--- src/rtl/pixel_write_queue.sv ---
// pixel_write_queue: clips pixel plots, maps (x,y) to linear addresses and drains them through a FIFO to the framebuffer
module pixel_write_queue #(
  parameter int H_RES   = 160,
  parameter int V_RES   = 120,
  parameter int DEPTH   = 16,
  parameter int COORD_W = 9,
  parameter int COLOR_W = 3,
  parameter int ADDR_W  = 15
) (
  input  logic                         clk,
  input  logic                         reset,
  input  logic                         write,
  input  logic [COORD_W-1:0]           x,
  input  logic [COORD_W-1:0]           y,
  input  logic [COLOR_W-1:0]           color,
  output logic                         in_ready,
  output logic                         fb_we,
  output logic [ADDR_W-1:0]            fb_addr,
  output logic [COLOR_W-1:0]           fb_color,
  input  logic                         fb_ready,
  output logic [$clog2(DEPTH+1)-1:0]   fifo_level,
  output logic [7:0]                   clip_count,
  output logic                         idle
);
  localparam int PW = $clog2(DEPTH);
  localparam int LW = $clog2(DEPTH+1);
  localparam int EW = ADDR_W + COLOR_W;
  typedef enum logic {EMPTY, FULL} state_t;
  state_t state;
  logic [EW-1:0] mem [DEPTH];
  logic [PW-1:0] wr_ptr, rd_ptr;
  logic in_range, push, pop;
  logic [ADDR_W-1:0] addr;
  assign in_ready = fifo_level != LW'(DEPTH);
  assign in_range = x < COORD_W'(H_RES) && y < COORD_W'(V_RES);
  assign addr = ADDR_W'(y) * ADDR_W'(H_RES) + ADDR_W'(x);
  assign push = write && in_ready && in_range;
  // The output register refills whenever it is free or its current pixel completes this cycle
  assign pop = fifo_level != '0 && (state == EMPTY || fb_ready);
  assign idle = fifo_level == '0 && !fb_we;
  // FIFO storage; contents need no reset since pointers/level gate every read
  always_ff @(posedge clk)
    if (push) mem[wr_ptr] <= {addr, color};
  // Pointers, level, clip counter and the two-state output register
  always_ff @(posedge clk) begin
    if (reset) begin
      state      <= EMPTY;
      fb_we      <= 1'b0;
      fb_addr    <= '0;
      fb_color   <= '0;
      wr_ptr     <= '0;
      rd_ptr     <= '0;
      fifo_level <= '0;
      clip_count <= '0;
    end else begin
      if (push) wr_ptr <= wr_ptr + PW'(1);
      if (pop) rd_ptr <= rd_ptr + PW'(1);
      fifo_level <= fifo_level + LW'(push) - LW'(pop);
      if (write && in_ready && !in_range && clip_count != 8'hff) clip_count <= clip_count + 8'd1;
      if (pop) begin
        {fb_addr, fb_color} <= mem[rd_ptr];
        fb_we               <= 1'b1;
        state               <= FULL;
      end else if (fb_ready) begin
        fb_we <= 1'b0;
        state <= EMPTY;
      end
    end
  end
endmodule
--- config.mk ---
export PLATFORM = sky130hd
export DESIGN_NAME = pixel_write_queue
export DESIGN_NICKNAME = d
export VERILOG_FILES = /design/src/rtl/pixel_write_queue.sv
export SDC_FILE = /design/constraint.sdc
export NUM_CORES = 1
export LEC_CHECK = 0
export ABC_AREA = 1
export CORE_AREA = 2 2 289 206
export DETAILED_ROUTE_END_ITERATION = 8
export DIE_AREA = 0 0 291 208
export DONT_BUFFER_PORTS = 1
export PLACE_DENSITY = 0.37
export SLEW_MARGIN = 10
export SYNTH_ARGS = -nofsm -noshare
export SYNTH_HDL_FRONTEND = slang
export SYNTH_SLANG_ARGS = --single-unit
--- constraint.sdc ---
create_clock -name clk -period 3.8 [get_ports clk]
set_clock_uncertainty 0.2 [all_clocks]
set_input_delay 1.14 -clock clk [delete_from_list [all_inputs] [get_ports clk]]
set_output_delay 1.14 -clock clk [all_outputs]
set_load 0.02 [all_outputs]
======== Word level (Yosys, flattened, before mapping) ========
Memory sizes are Yosys's and may differ from the RTL's. A register that Yosys moved wholly into a read port is not among the register bits.
Index checks and enable logic that the tools add are counted.
storage, ports and cells
  memories ................................ 1
  word-level logic and storage cells ...... 35
  input bits .............................. 25
  register bits after elaboration ......... 22
  bits in writable memories ............... 288
cells by class
  reductions and logical operators ........ 13
  $lt $le $gt $ge ......................... 2
  multiply operators ...................... 1
  multiplexer cells ....................... 4
  eq/ne operators ......................... 2
  bitwise logic cells ..................... 1
  add/sub/neg operators ................... 6
memory list
  memory  depth  width  read ports  clocked after Yosys merged registers in  wr ports  line  source
  mem     16     18     1           1                                        1         30    logic [EW-1:0] mem [DEPTH];
operators by type and width
  operator              count
  $add 15x9->15         1
  $mul 9x3->10 const B  1
  $lt 9x7->1 const B    1
  $lt 9x8->1 const B    1
  $add 4x1->4 const B   2
  $add 8x1->8 const B   1
  $ne 8x8->1 const B    1
  $logic_and 1x1->1     7
  $add 5x1->5           1
  $logic_not 5->1       1
  $ne 5x5->1 const B    1
  $reduce_bool 5->1     1
  $sub 5x1->5           1
  $mux 1                4
  $logic_not 1->1       2
  $reduce_bool 2->1     1
  $logic_or 1x1->1      1
  $not 1->1             1

======== Depth between registers and ports, before layout ========
Gate-level depths: netlist (run 1).
  word-level depth ........................ 5
  gate-level depth with buffers ........... 14
  depth with buffers taken out ............ 14

======== Worst setup path before layout (run 1) ========
No wires, ideal clock.
  path kind ............................... input to register
  from .................................... input port y[1]
  to ...................................... memory mem[0][16] (netlist name), data pin
  slack ................................... 0.182 ns
  arrival time ............................ 3.121 ns
  cell stages on the path ................. 9
  library setup time ...................... 0.297 ns
  cell sequence ........................... ha_1 -> ha_1 -> ha_1 -> nand2_1 -> o21ai_0 -> nand2_1 -> nor2_1 -> nand2_1 -> xnor2_1
between the ends
  longest elaborated chain between the ends .. 2
RTL lines
  what             line  source
  start, declared  14    input logic [COORD_W-1:0] y,
  $mul 9x3->10     36    assign addr = ADDR_W'(y) * ADDR_W'(H_RES) + ADDR_W'(x);
  $add 15x9->15    36
  net addr[13]     33    logic [ADDR_W-1:0] addr;
  end, declared    30
The timed path passes the listed nets, and every way through them passes these cells.

======== Final worst setup path (run 1) ========
  from .................................... register fifo_level[3]
  to ...................................... register fifo_level[4]
between the ends
  longest elaborated chain between the ends .. 5
  elaborated cells between the ends (all ways) .. 7
  classes of those cells .................. add/sub: 2; eq/ne: 1; reduce/logical: 4
RTL lines
  what                            line  source
  start, declared                 21    output logic [$clog2(DEPTH+1)-1:0] fifo_level,
  start signal, assigned          58    fifo_level <= fifo_level + LW'(push) - LW'(pop);
  $ne 5x5->1                      34    assign in_ready = fifo_level != LW'(DEPTH);
  net in_ready                    16    output logic in_ready,
  $logic_and 1x1->1 (2 in a row)  37    assign push = write && in_ready && in_range;
  $add 5x1->5                     58
  $sub 5x1->5                     58
The timed path passes the listed nets, and every way through them passes these cells.
A chain may end at the register's enable or synchronous reset.

==> impl_metrics.py, run 1 <==
metrics = {
    "run_status": {
        "status": "finished clean",
    },
    "floorplan": {
        "die_h_um": 208,
        "coreArea_um2": 57700,
        "num_rows": 74,
        "initial_core_util_pct": 24.8,
        "io_pins": 59,
        "die_x_um": 291,
        "dieArea_um2": 60500,
    },
    "synthesis": {
        "synth_top_family_by_area": "simple AND/OR/NAND/NOR gates",
        "ys_types": 24,
        "synth_nets": 1447,
        "synthAdderAreaFrac_pct": 2.95,
        "synthCells": 1390,
        "synth-simple-area-share_pct": 20.9,
        "synthMuxAreaShare_pct": 0,
        "syn_avg_cell_area_um2": 10.3,
        "synth_compound_area_share_pct": 3.86,
        "syn_area_um2": 14300,
        "synth_xor_area_share_pct": 0.796,
        "ys_seq_elements": 328,
        "synth-seq-area-share_pct": 66.0,
        "synth_warnings": 0,
    },
    "layout": {
        "final_area_um2": 16600,
        "multiInputGateArea_um2": 4140,
        "fill_cells": 5948,
        "ff_latch_area_um2": 9460,
        "nNetsFinal": 1475,
        "synthToLayoutAreaGrowth_pct": 15.9,
        "utilization_pct": 28.8,
        "fin_cells": 2206,
        "diodes": 0,
        "final_layout_size_suffix_gt1_share_pct": 9.20,
    },
    "timing": {
        "worst_hold_slack_ps": 304,
        "fmax_mhz": 300,
        "relSlewSlack_pct": 27.3,
        "fin_crit_ps": 3330,
        "grt_setup_unrepaired": "false",
        "fin_crit_sh_pct": 87.8,
        "maxSlewViolCount": 0,
        "fin_ws_ps": 465,
        "hold_viol": 0,
        "tightest_slew_ps": 1090,
        "finalSetupViolations": 0,
        "fin_tns_setup_ps": 0,
    },
    "pwr": {
        "peakVddDrop_mv": 0.368,
        "p_leak_nw": 6.35,
        "p_per_area_nw_per_um2": 653,
        "power_mw": 10.8,
    },
    "cts": {
        "cts_buffer_depth": 3,
        "root_buffer": "clkbuf_16",
        "insertion_delay_ps": 550,
        "cts_tree": "built",
        "path_clk_slew_ps": 60,
        "cts_setup_buffers": 0,
        "ctsHtreeMaxLevel": 2,
        "cts_buffers": 38,
        "ctsResizeCount": 0,
        "cts.sinks": 328,
        "cts_hold_buf": 0,
    },
    "setup_path": {
        "critPathLaunchType": "flip-flop",
        "max_stage_delay_ps": 490,
        "cp_max_fo": 6,
        "arrival_ps": 3620,
        "critPathTopFamily": "adder cells",
        "crit_top_cell": "inv_1",
        "critPathKind": "flip-flop to flip-flop",
        "worstPathCellList": "inv_1, ha_1, nand4_1, nand2_1, nor2_4, inv_1, ha_1, inv_1, ha_1, inv_1, fa_1, o31ai_1, o21ai_0, a21oi_1",
        "cp_slowest_cell": "dfxtp_1",
        "end_kind": "flip-flop",
        "crit_required_ps": 4080,
        "crit_buf_inv": 4,
    },
    "global_route": {
        "grt_usage_pct": 13.7,
        "grt_pass1_wl_mm": 62.1,
        "antenna_found_initial": 0,
        "grt_overflow": 0,
        "grt_max_degree": 120,
        "grt_pass1_vias": 9220,
    },
    "placed_design": {
        "pre_cts_slack_ps": -430,
        "placed_cells": 2138,
        "gp_congestion": 0.719,
        "portBuffers": 0,
        "dp_hpwl_mm": 23.6,
        "place_area_um2": 15400,
    },
    "route": {
        "wl_mm": 41.3,
        "vias": 9447,
        "ant_nets": 0,
        "via_per_inst": 4.28,
        "drt-pass1-iter-count": 5,
        "wl_per_cell_um": 18.7,
        "drc_errors": 0,
        "initialDrtViolationCount": 639,
    },
    "min_path": {
        "min_path_type": "flip-flop to flip-flop",
    },
    "run": {
        "max_cap_violations": 0,
    },
}
cells in the final DEF, fill, tap and decap left out, types with 9 or more instances in the layout:
cell       instances
nor2_2            16
nand3_1          160
ha_1              29
nand2_1          337
o21ai_0           85
edfxtp_1         288
xor2_1             9
a21oi_1           24
nand4_1           15
nor2_1           197
buf_4             53
dfxtp_1           37
clkbuf_16         39
clkbuf_1          14
inv_1            108
cells in the mapped netlist, drive strengths merged:
cell type  number  share of area (%)
nor2          214                5.7
nand3b          1              0.052
fa              3               0.42
dfxtp          40                5.6
o21ai          85                3.0
inv           112                2.9
xnor2           3               0.18
ha             29                2.5
xor2           10               0.61
nand2         337                8.8
a21oi          24               0.84
edfxtp        288                 60
buf            49                2.0
nand4          15               0.66
nand3         162                5.7
clkbuf         17               0.45
o31ai           1              0.052
final timing paths:
kind                      start             to  slack [ps]  cells past startpoint
hold reg to reg       wr_ptr[2]      wr_ptr[2]         300                      2
setup / recovery  fifo_level[3]  fifo_level[4]         470                     14
hold / removal        wr_ptr[2]      wr_ptr[2]         300                      2
setup reg to reg  fifo_level[3]  fifo_level[4]         470                     14
area by class of cell:
| cell class | count | area share, % |
|---|---|---|
| clock buffers | 57 | 6.53 |
| clock inverters | 11 | 0.641 |
| inverters | 112 | 2.57 |
| multi-input cells | 884 | 25.0 |
| flip-flops and latches | 328 | 57.0 |
| well taps | 760 | 5.73 |
| repair buffers | 54 | 2.52 |
where the power goes:
part	switching [mW]	total [mW]	internal, mW
Combinational	1.89	2.68	0.785
Sequential	0.358	4.56	4.20
Clock	1.48	3.59	2.11
state kept, by name (all words and copies together), names as in the netlist:
name        count
fb_color        3
fifo_level      5
mem           288
state           1
wr_ptr          4
clip_count      8
fb_addr        15
rd_ptr          4
logic make-up (layout without fill, tap and decap cells):
logic type,count (synthesis),in the layout
and+or+nand+nor,729,729
xor gates and xnor gates,13,13
buffers and inverters,178,234
adders and majority gates,32,32
AOI/OAI and AO/OA,110,110
DFF,328,328
tightest hold or removal path: cells and delay by family, from the launching register on:
family	cells	cell delay, ps
AND/OR/NAND/NOR	1	70
flip-flops	1	340
AO/OA/AOI/OAI	1	50
per-layer routing:
metal  part of all wire (%)  routed length (um)  global-route usage, %
met5                      0                   0                      0
met4                    1.7                 698                   3.70
met3                    3.2                1300                   2.41
met2                     45               18400                   21.4
met1                     51               20900                   19.5
Note: power is estimated with default switching activity, not from simulation.
==> inputs of run 2 (changes only) <==
--- a/config.mk
+++ b/config.mk
@@ -10,6 +10,7 @@
 export DETAILED_ROUTE_END_ITERATION = 8
 export DIE_AREA = 0 0 291 208
 export DONT_BUFFER_PORTS = 1
+export MAX_ROUTING_LAYER = met4
 export PLACE_DENSITY = 0.37
 export SLEW_MARGIN = 10
 export SYNTH_ARGS = -nofsm -noshare
==> impl_metrics.py, run 2 (synthesis results as in run 1) <==
metrics = {
    "timing": {
        "maxSlewViolCount": 0,
        "relSlewSlack_pct": 26.0,
        "fin_crit_ps": 3330,
        "grt_setup_unrepaired": "false",
        "fin_crit_sh_pct": 87.7,
        "fin_ws_ps": 469,
        "finalSetupViolations": 0,
        "fmax_mhz": 300,
        "hold_viol": 0,
        "fin_tns_setup_ps": 0,
        "tightest_slew_ps": 1110,
    },
    "route": {
        "drc_errors": 0,
        "wl_per_cell_um": 18.7,
        "initialDrtViolationCount": 688,
        "vias": 9463,
        "drt-pass1-iter-count": 5,
        "wl_mm": 41.3,
        "ant_nets": 0,
        "via_per_inst": 4.29,
    },
    "layout": {
        "nNetsFinal": 1475,
        "final_common_cell": "nand2_1",
        "fin_cells": 2206,
        "fill_cells": 5948,
        "largest_register_ffs": 288,
        "mostFrequentLayoutCells": "nand2_1, edfxtp_1, nor2_1",
        "synthToLayoutAreaGrowth_pct": 15.9,
        "regMostFlops": "mem",
        "reg.largest.list": "mem: 288 flops, fb_addr: 15 flops, clip_count: 8 flops",
        "utilization_pct": 28.8,
        "diodes": 0,
        "final_layout_size_suffix_gt1_share_pct": 9.20,
    },
    "setup_path": {
        "cp_max_fo": 6,
        "critPathLaunchType": "flip-flop",
        "end_kind": "flip-flop",
        "critPathKind": "flip-flop to flip-flop",
        "arrival_ps": 3610,
        "crit_required_ps": 4080,
    },
    "cts": {
        "insertion_delay_ps": 550,
        "ctsResizeCount": 0,
        "cts_setup_buffers": 0,
        "cts.sinks": 328,
        "cts_buffer_depth": 3,
        "cts_tree": "built",
        "ctsHtreeMaxLevel": 2,
        "cts_hold_buf": 0,
        "cts_buffers": 38,
        "path_clk_slew_ps": 60,
        "root_buffer": "clkbuf_16",
    },
    "floorplan": {
        "die_x_um": 291,
        "die_h_um": 208,
        "initial_core_util_pct": 24.8,
        "io_pins": 59,
        "dieArea_um2": 60500,
        "num_rows": 74,
        "coreArea_um2": 57700,
    },
    "placed_design": {
        "portBuffers": 0,
        "placed_cells": 2138,
        "gp_congestion": 0.728,
        "pre_cts_slack_ps": -430,
        "dp_hpwl_mm": 23.6,
    },
    "global_route": {
        "grt_pass1_vias": 9220,
        "grt_max_degree": 120,
        "grt_overflow": 0,
        "grt_pass1_wl_mm": 62.1,
        "antenna_found_initial": 0,
        "grt_usage_pct": 14.1,
    },
    "pwr": {
        "p_per_area_nw_per_um2": 653,
        "peakVddDrop_mv": 0.366,
        "p_leak_nw": 6.35,
        "power_mw": 10.8,
    },
    "run": {
        "max_cap_violations": 0,
    },
    "min_path": {
        "min_path_type": "flip-flop to flip-flop",
    },
    "run_status": {
        "status": "finished clean",
    },
}
==> run 2: critical path: stages, from the launching register on <==
cell	delay, ps
dfxtp_1	490
inv_1	110
ha_1	220
nand4_1	250
nand2_1	210
nor2_4	150
inv_1	110
ha_1	310
inv_1	60
ha_1	150
inv_1	50
fa_1	410
o31ai_1	310
o21ai_0	110
a21oi_1	120
==> run 2: through the flow <==
| step | area (um2) | hold WS, ps |
|---|---|---|
| 6_report | 16600 | 305 |
| 5_1_grt | 16600 | 349 |
| 4_1_cts | 16600 | 306 |
| 3_5_place_dp | 15400 | 297 |
| 3_3_place_gp | 15400 | 305 |
| 2_1_floorplan | 14300 | 279 |
==> run 2: worst paths after layout <==
kind | startpoint | slack (ps) | endpoint | depth (start not counted)
max reg2reg | fifo_level[3] | 470 | fifo_level[4] | 14
max | fifo_level[3] | 470 | fifo_level[4] | 14
min reg2reg | wr_ptr[2] | 310 | wr_ptr[2] | 2
min | wr_ptr[2] | 310 | wr_ptr[2] | 2
==> run 2: power breakdown <==
group          switching (mW)  internal (mW)
logic                    1.89          0.785
registers               0.358           4.20
clock network            1.48           2.11
==> run 2: cell type report <==
type	count	area, um2	share of cell area [%]
clock buffers	57	1080	6.53
flip-flops and latches	328	9460	57.0
multi-input cells	884	4140	25.0
clock inverters	11	106	0.641
inverters	112	425	2.57
repair buffers	54	418	2.52
well taps	760	951	5.73
==> run 2: per-layer routing <==
metal / track usage, % / share of wire [%] / wire [um] / up-vias
met5: - / 0 / 0 / -
met4: 3.70 / 1.6 / 673 / 0
met3: 2.41 / 3.4 / 1420 / 51
met2: 21.4 / 45 / 18500 / 134
met1: 19.6 / 50 / 20800 / 4562
li1: - / - / - / 4716
==> inputs of run 3 (changes only) <==
--- a/config.mk
+++ b/config.mk
@@ -6,12 +6,12 @@
 export NUM_CORES = 1
 export LEC_CHECK = 0
 export ABC_AREA = 1
-export CORE_AREA = 2 2 289 206
+export CORE_AREA = 2 2 158 160
 export DETAILED_ROUTE_END_ITERATION = 8
-export DIE_AREA = 0 0 291 208
+export DIE_AREA = 0 0 160 162
 export DONT_BUFFER_PORTS = 1
 export MAX_ROUTING_LAYER = met4
-export PLACE_DENSITY = 0.37
+export PLACE_DENSITY = 0.74
 export SLEW_MARGIN = 10
 export SYNTH_ARGS = -nofsm -noshare
 export SYNTH_HDL_FRONTEND = slang
==> impl_metrics.py, run 3 (synthesis results as in run 1) <==
metrics = {
    "floorplan": {
        "coreArea_um2": 24100,
        "dieArea_um2": 25900,
        "num_rows": 57,
        "initial_core_util_pct": 59.4,
        "die_x_um": 160,
        "io_pins": 59,
        "die_h_um": 162,
    },
    "global_route": {
        "antenna_found_initial": 0,
        "grt_usage_pct": 27.2,
        "grt_pass1_vias": 9731,
        "grt_max_degree": 147,
        "grt_pass1_wl_mm": 52.9,
        "grt_overflow": 0,
    },
    "pwr": {
        "power_mw": 9.95,
        "p_per_area_nw_per_um2": 631,
        "peakVddDrop_mv": 0.449,
        "p_leak_nw": 6.21,
    },
    "layout": {
        "multiInputGateArea_um2": 4140,
        "final_area_um2": 15800,
        "largest_register_ffs": 288,
        "synthToLayoutAreaGrowth_pct": 10.2,
        "fill_cells": 1847,
        "nNetsFinal": 1460,
        "mostFrequentLayoutCells": "nand2_1, edfxtp_1, nor2_1",
        "ff_latch_area_um2": 9460,
        "final_layout_size_suffix_gt1_share_pct": 8.06,
        "diodes": 0,
        "final_common_cell": "nand2_1",
        "reg.largest.list": "mem: 288 flops, fb_addr: 15 flops, clip_count: 8 flops",
        "regMostFlops": "mem",
    },
    "placed_design": {
        "place_area_um2": 14800,
        "portBuffers": 0,
        "dp_hpwl_mm": 19.5,
        "gp_congestion": 0.851,
        "pre_cts_slack_ps": -328,
    },
    "cts": {
        "cts_buffers": 31,
        "cts.sinks": 328,
        "root_buffer": "clkbuf_16",
        "cts_tree": "built",
        "path_clk_slew_ps": 60,
        "ctsHtreeMaxLevel": 1,
        "cts_setup_buffers": 0,
        "cts_buffer_depth": 3,
        "insertion_delay_ps": 560,
    },
    "timing": {
        "relSlewSlack_pct": 24.9,
        "fin_crit_sh_pct": 93.5,
        "tightest_slew_ps": 1120,
        "hold_viol": 0,
        "fin_ws_ps": 247,
        "finalSetupViolations": 0,
        "grt_setup_unrepaired": "false",
        "maxSlewViolCount": 0,
        "worst_hold_slack_ps": 336,
        "fmax_mhz": 281,
        "fin_crit_ps": 3550,
    },
    "setup_path": {
        "crit_top_cell": "ha_1",
        "r2r-start": "fifo_level[2]",
        "cp_slowest_cell": "xor2_1",
        "end_kind": "flip-flop",
        "worstReg2RegEnd": "fifo_level[4]",
        "critPathKind": "input port to flip-flop",
        "cp_max_fo": 16,
        "rrSetupSlack_ps": 330,
        "reg2regPathDepth": 14,
        "max_stage_delay_ps": 840,
        "crit_required_ps": 3810,
        "worstPathCellList": "ha_1, ha_1, ha_1, nand2_1, o21ai_0, nand2_1, buf_4, xor2_1",
        "startpoint": "y[1]",
        "critPathLaunchType": "input port",
        "arrival_ps": 3560,
    },
    "route": {
        "drc_errors": 0,
        "initialDrtViolationCount": 953,
        "via_per_inst": 5.66,
        "ant_nets": 0,
        "drt-pass1-iter-count": 7,
        "wl_per_cell_um": 19.3,
        "vias": 9905,
        "wl_mm": 33.7,
    },
    "min_path": {
        "min_path_type": "flip-flop to flip-flop",
        "worstHoldPathCells": 2,
        "hp-start": "wr_ptr[3]",
        "min_to": "wr_ptr[3]",
    },
    "run_status": {
        "status": "finished clean",
    },
    "run": {
        "max_cap_violations": 0,
    },
}
[run 3: cell count changes in the layout (fill, tap and decap cells not counted)]
cell,delta
bufinv_16,-1
clkinv_4,+1
xor2_2,-1
buf_12,+6
dfxtp_1,+1
clkinv_2,+4
inv_1,+1
buf_4,-14
clkinv_1,+4
clkbuf_16,-8
clkbuf_1,-8
xor2_1,+1
dfxtp_2,-1
clkbuf_8,-4
[run 3: how the worst max path moves through the flow]
stage / end / cells after the start / slack, ps
after floorplan: mem[0][16] / 9 / 180
after global placement: mem[9][16] / 9 / -290
after detailed placement: mem[12][16] / 9 / -330
after CTS: mem[11][16] / 9 / 160
after global routing: mem[0][14] / 8 / 7
final: mem[8][14] / 8 / 250
[run 3: area by class of cell]
| class | instances | share of cell area (%) |
|---|---|---|
| clock inverter | 20 | 0.809 |
| sequential | 328 | 59.9 |
| timing repair buffer | 46 | 2.74 |
| tap | 324 | 2.57 |
| clock buffer | 37 | 5.06 |
| inverter | 112 | 2.67 |
| multi-input combinational | 884 | 26.2 |
[run 3: what timing repair did]
item | in CTS | in global routing
resized for setup | 0 | 1
setup endpoints to repair | 0 | 16
hold buffers | 0 | 0
[run 3: routing by layer]
layer	track usage, %	vias to the layer above	part of all wire, %
li1	-	4688	-
met4	9.95	0	3.6
met1	34.9	4692	39
met5	-	-	0
met2	45.3	431	49
met3	3.50	94	8.2
[run 3: through the flow]
step           util (%)  instances  TNS, ps
6_report           65.5       1751        0
5_1_grt            65.5       1751        0
4_1_cts            65.4       1751        0
3_5_place_dp       61.6       1694   -11370
3_3_place_gp       61.6       1694    -7590
2_1_floorplan         -       1390        0
[run 3: worst max-delay path, delay by kind of cell]
kind            cells  cell delay, ps
simple gates        2             200
compound gates      1             320
buf+inv             1             160
xor+xnor            1             840
fa+ha+maj           3             890
[run 3: report_power, final]
group	switching (mW)	leakage, nW	total (mW)	internal, mW
sequential	0.334	2.92	4.54	4.20
combinational	1.80	2.82	2.56	0.764
clock	1.29	0.463	2.85	1.56
total	3.42	6.21	9.95	6.53
